[config.mk]
export PLATFORM = sky130hd
export DESIGN_NAME = latch_bus_arbiter
export DESIGN_NICKNAME = d
export VERILOG_FILES = /design/src/rtl/latch_bus_arbiter.sv
export SDC_FILE = /design/constraint.sdc
export NUM_CORES = 1
export LEC_CHECK = 0
export ABC_AREA = 1
export CAP_MARGIN = 20
export CORE_MARGIN = 2
export CORE_UTILIZATION = 30
export CTS_CLUSTER_DIAMETER = 100
export DETAILED_ROUTE_END_ITERATION = 16
export GPL_ROUTABILITY_DRIVEN = 0
export GPL_TIMING_DRIVEN = 0
export SYNTH_ARGS = -nofsm -noshare
export SYNTH_HDL_FRONTEND = slang
export SYNTH_SLANG_ARGS = --single-unit
export TNS_END_PERCENT = 5
[constraint.sdc]
create_clock -name clk -period 3.58 [get_ports clk]
set_input_delay 0.716 -clock clk [delete_from_list [all_inputs] [get_ports clk]]
set_output_delay 0.716 -clock clk [all_outputs]
set_load 0.05 [all_outputs]
[src/rtl/latch_bus_arbiter.sv]
// Round-robin arbiter that hands one tri-state latch enable out at a time,
// with a mandatory all-low turnaround cycle between consecutive grants.
module latch_bus_arbiter #(
   parameter int N_REQ = 4,
   parameter int HOLD  = 4,
   localparam int GW   = (N_REQ > 1) ? $clog2(N_REQ) : 1,
   localparam int CW   = $clog2(HOLD + 1)
) (
   input  logic             clk,
   input  logic             reset,
   input  logic [N_REQ-1:0] req,
   input  logic [N_REQ-1:0] done,
   output logic [N_REQ-1:0] enable,
   output logic [GW-1:0]    grant_id,
   output logic             busy,
   output logic [1:0]       state_o
);

   // Handshake: req[i] is a level held while requester i wants the bus; the
   // grant is visible as enable[i]. The grantee releases early by pulsing
   // done[i] or dropping req[i]; both are sampled only for the current grantee.

   typedef enum logic [1:0] {
      ST_IDLE  = 2'd0,
      ST_GRANT = 2'd1,
      ST_TURN  = 2'd2
   } state_t;

   state_t           state_q;
   logic [N_REQ-1:0] enable_q;
   logic [GW-1:0]    grant_q;
   logic [GW-1:0]    last_q;
   logic [CW-1:0]    cnt_q;
   logic             busy_q;

   logic             sel_found;
   logic [GW-1:0]    sel_idx;
   logic [N_REQ-1:0] enable_d;
   logic             grant_end;
   int               idx;

   // Search upward from last+1, wrapping, so the previous grantee is tried last.
   always_comb begin
      sel_found = 1'b0;
      sel_idx   = '0;
      idx       = 0;
      for (int k = 1; k <= N_REQ; k++) begin
         idx = int'(last_q) + k;
         if (idx >= N_REQ) idx = idx - N_REQ;
         if (!sel_found && req[GW'(idx)]) begin
            sel_found = 1'b1;
            sel_idx   = GW'(idx);
         end
      end
   end

   assign enable_d  = N_REQ'(1) << sel_idx;
   assign grant_end = done[grant_q] || !req[grant_q] || (cnt_q == CW'(HOLD));

   always_ff @(posedge clk) begin
      if (reset) begin
         state_q  <= ST_IDLE;
         enable_q <= '0;
         grant_q  <= '0;
         last_q   <= GW'(N_REQ - 1);
         cnt_q    <= '0;
         busy_q   <= 1'b0;
      end else begin
         case (state_q)
            ST_IDLE, ST_TURN: begin
               if (sel_found) begin
                  state_q  <= ST_GRANT;
                  enable_q <= enable_d;
                  grant_q  <= sel_idx;
                  last_q   <= sel_idx;
                  cnt_q    <= CW'(1);
                  busy_q   <= 1'b1;
               end else begin
                  state_q  <= ST_IDLE;
                  enable_q <= '0;
                  busy_q   <= 1'b0;
               end
            end
            ST_GRANT: begin
               if (grant_end) begin
                  state_q  <= ST_TURN;
                  enable_q <= '0;
                  busy_q   <= 1'b0;
               end else begin
                  cnt_q    <= cnt_q + CW'(1);
               end
            end
            default: begin
               state_q  <= ST_IDLE;
               enable_q <= '0;
               busy_q   <= 1'b0;
            end
         endcase
      end
   end

   assign enable   = enable_q;
   assign grant_id = grant_q;
   assign busy     = busy_q;
   assign state_o  = state_q;

endmodule

; Yosys cells after proc, flatten, opt, wreduce, memory -nomap -nowiden
; Index checks and enable logic that the tools add are counted.
[classes]
n_addsub = 9
order_cmp = 9
n_eq_ne = 6
shift = 1
n_mux = 40
n_reduce_logical = 14
[ops]
columns = operator, n
row1 = 2-bit 2-to-1 mux, 9
row2 = 1-bit 2-to-1 mux, 17
row3 = "2-bit by 4-bit < comparator with 1-bit output, second input constant", 4
row4 = 1-bit binary-select mux with 2-bit select, 6
row5 = "3-bit greater-or-equal comparator, second input constant", 3
row6 = 4-bit 2-to-1 mux, 2
row7 = 4-bit case mux with 2 select lines, 1
row8 = "2-bit by 1-bit subtractor with 2-bit output, second input constant", 4
row9 = "2-bit by 2-bit adder with 3-bit output, second input constant", 2
row10 = 3-bit 2-to-1 mux, 2
row11 = "2-bit inequality test, second input constant", 3
row12 = 3-bit case mux with 2 select lines, 1
row13 = "2-bit by 3-bit adder with 4-bit output, second input constant", 1
row14 = "4-bit by 3-bit greater-or-equal comparator with 1-bit output, second input constant", 1
row15 = 1-bit zero test, 4
row16 = 2-bit case mux with 2 select lines, 1
row17 = "1-bit by 2-bit left shift with 4-bit output, first input constant", 1
row18 = "2-bit by 1-bit adder with 3-bit output, second input constant", 1
row19 = "3-bit by 1-bit adder with 3-bit output, second input constant", 1
row20 = "3-bit equality test, second input constant", 1
row21 = 1-bit logical AND, 3
row22 = "2-bit by 3-bit < comparator with 1-bit output, second input constant", 1
row23 = 3-bit AND reduction, 1
row24 = "2-bit by 1-bit equality test with 1-bit output, second input constant", 1
row25 = 7 further kinds, 8
[totals]
reg_bits = 14
wordCells = 85

; Logic depth before layout (Yosys ltp)
[depth]
word_depth = 19
mapped_depth = 13
ltp_nobuf = 12

; Worst setup path after synthesis
; OpenSTA, ideal clock, no wires.
[synth_timing]
kind = register to register
startpoint = reg grant_q[0] (netlist: grant_id[0])
endpoint = reg cnt_q[1]
setup_ps = 117
arrival_time_ps = 1498
setup_slack_ps = 1965
path_stages_with_launch = 10
period_less_slack_ps = 1615
cell_sequence = dfxtp_1 inv_1 nor2_1 a21oi_1 nand2_1 nand3_1 nand2_2 clkinv_1 a21oi_1 nor2_1
[synth_between]
elab_chain_cells = 7
[synth_lines]
columns = element, line
row1 = from (decl), 31  ; logic [GW-1:0] grant_q;
row2 = from (signal assigned), 74  ; grant_q <= sel_idx;
row3 = 1-bit binary-select mux with 2-bit select, 58  ; assign grant_end = done[grant_q] || !req[grant_q] || (cnt_q == CW'(HOLD));
row4 = 1-bit 2-to-1 mux (implied by the code), 58
row5 = 1-bit zero test, 58
row6 = 1-bit logical OR (*) (2 in a row), 58
row7 = 2-bit inequality test (no source line) (*), -
row8 = 3-bit AND reduction (no source line) (*), -
row9 = to (signal assigned), 90  ; cnt_q <= cnt_q + CW'(1);
row10 = to (decl), 33  ; logic [CW-1:0] cnt_q;
; Mark *: on every way between the ends. The rest lies on a longest branch, timed or not. The select of a mux whose other input is x is not followed.
; A chain may end at the register's enable or synchronous reset.

; Worst setup path after layout
[layout_timing]
startpoint = reg grant_q[0] (netlist: grant_id[0])
endpoint = out grant_id[0]
[layout_rtl]
columns = element, line
row1 = to (decl), 14  ; output logic [GW-1:0] grant_id,
; No word-level cell between the ends.

==> impl_metrics.py <==
metrics = {
    "setup_path": {
        "crit_path_max_fanout": 4,
        "slowest_delay_ns": 0.83,
        "rrSetupSlack_ns": 2.03,
        "path_class": "reg2out",
        "arrival_ns": 1.53,
        "path_cells": "clkdlybuf4s50_1",
        "critPathRequiredTime_ns": 2.86,
        "cp-end-kind": "output port",
        "critPathSlowestCell": "clkdlybuf4s50_1",
        "crit_family": "buffers and inverters",
        "crit_buf_inv": 1,
        "critPathLaunchType": "register",
    },
    "logic_synthesis": {
        "syn-num-nets": 141,
        "synth_area_um2": 940.9,
        "synth_top_area_frac": 0.2979,
        "ys_ff_latch": 14,
        "synth.distinct_cells": 29,
        "syn-mean-instance-area_um2": 7.294,
        "yosysTopAreaCell": "dfxtp_1",
        "ys_top_cells_by_area": "dfxtp_1, nand2_1, nand2_4",
        "synth_warnings": 0,
        "ys_seq_area_frac": 0.2979,
        "synth_cells": 129,
    },
    "pwr": {
        "power_density_nw_per_um2": 907.9,
        "leakage_nw": 0.5443,
        "ir_drop_mv": 0.3983,
    },
    "placed_design": {
        "dpl_cell_area_um2": 1166,
        "place_inst": 190,
        "hpwl_um": 1597,
        "place_ws_ns": 1.274,
        "io_buffers": 17,
    },
    "sta": {
        "hold_viol_final": 0,
        "rsz0062_at_grt": "no",
        "period_share": 0.6264,
        "fin_worst_skew_ns": 0.007549,
        "setup_tns_ns": 0,
        "setup_viol": 0,
        "fin_crit_ns": 2.243,
        "max_freq_mhz": 445.9,
        "worst_slew_pin_slew_ns": 0.5038,
        "fin_ws_ns": 1.337,
        "max_slew_margin": 0.6631,
        "slew_violations": 0,
    },
    "cts": {
        "cts_sinks": 14,
        "cts_root_buf": "clkbuf_4",
        "ctsHoldBuffers": 0,
        "clkLatencyLatePin_ns": 0.29,
        "tritoncts": "built",
        "cts_buffers": 3,
        "post_cts_buffers": 0,
        "cts_buffer_depth": 2,
        "clk_pin_slew_ns": 0.08,
        "h-tree-depth": 1,
        "ctsResizeCount": 0,
    },
    "routing": {
        "via_per_inst": 4.454,
        "drc": 0,
        "routed_wl_um": 2000,
        "detail-route-antenna-nets": 0,
        "first_pass_iters": 4,
        "drtIter0Drc": 27,
        "vias": 864,
        "wl_per_cell_um": 10.31,
    },
    "floorplan": {
        "dieArea_um2": 3601,
        "die_h_um": 60.01,
        "core_um2": 3028,
        "start_util": 0.3107,
        "row_count": 20,
        "pin_count": 19,
        "die_x_um": 60.01,
    },
    "final_layout": {
        "nets": 163,
        "fin_area_um2": 1202,
        "syn2layout_area_growth_pct": 27.79,
        "mostFrequentLayoutCell": "nand2_1",
        "final_cell_mix": "nand2_1, clkdlybuf4s50_1, inv_1, dfxtp_1, nand2_2",
        "final_cells": 194,
        "diodes": 0,
        "drive_above_1_share": 0.2467,
    },
    "grt": {
        "antenna_found_initial": 0,
        "grt_usage": 0.1350,
        "overflow": 0,
        "grt_pass1_wl_um": 3677,
        "grt_pass1_vias": 870,
        "grt_max_degree": 10,
    },
    "outcome": {
        "outcome": "finished clean",
    },
    "min_path": {
        "min_path_type": "reg2reg",
    },
    "flow_run": {
        "timing.max_cap.violations": 0,
    },
}
==> metal layers <==
metal,up-vias,share of wire,GRT usage,wire [µm]
li1,460,-,-,-
met1,388,0.46,0.1669,924
met2,11,0.49,0.2220,978
met3,5,0.029,0.02597,57
met4,0,0.021,0.06667,41
met5,-,0,0,0
==> power breakdown <==
group / switching [W] / total [W] / internal, W
sequential: 0.0000463 / 0.000261 / 0.000215
clock: 0.0000561 / 0.000118 / 0.0000620
combinational: 0.000467 / 0.000712 / 0.000245
total: 0.000569 / 0.00109 / 0.000522
==> metrics by stage <==
step	hold WS, ns	util	total power, W
4_1_cts	0.4749	0.3971	0.001102
5_1_grt	0.4982	0.3971	0.001189
6_report	0.4699	0.3971	0.001092
2_1_floorplan	0.4693	-	0.0008174
3_5_place_dp	0.4684	0.3851	0.0009813
3_3_place_gp	0.4606	0.3851	0.0009657
==> cells in the mapped netlist, drive strengths merged <==
master	instances
a21boi	1
a21oi	10
a32oi	1
and2	1
buf	1
clkbuf	1
clkinv	1
dfxtp	14
ha	2
inv	17
nand2	45
nand3	11
nand3b	2
nand4	4
nor2	11
o211ai	3
o21ai	2
o21bai	1
or2	1
==> cell families (layout without fill, tap and decap cells) <==
family	Yosys count	count (layout)	share of synthesized area
and+or+nand+nor	75	75	0.4548
adders and majority gates	2	2	0.02659
AOI/OAI and AO/OA	18	18	0.1250
buffers and inverters	20	41	0.09574
DFF	14	14	0.2979
==> layout make-up <==
type	count	area [µm²]
buffer	2	15.01
clock buffer	4	36.28
fill	313	1826
inverter	18	75.07
multi-input combinational	95	570.5
sequential	14	280.3
tap	44	55.05
timing repair buffer	17	170.2
==> final timing paths <==
kind / from / end / depth (start not counted)
worst max-delay path: grant_id[0] / grant_id[0] / 1
worst min register to register: enable[3] / enable[3] / 2
worst min-delay path: enable[3] / enable[3] / 2
worst max register to register: cnt_q[0] / cnt_q[1] / 8
==> sequential cells by signal, indices dropped and copies added (netlist names) <==
register / count
cnt_q: 3
enable: 4
last_q: 2
busy: 1
state_o: 2
grant_id: 2
No activity file was read; power rests on OpenSTA's default activity.
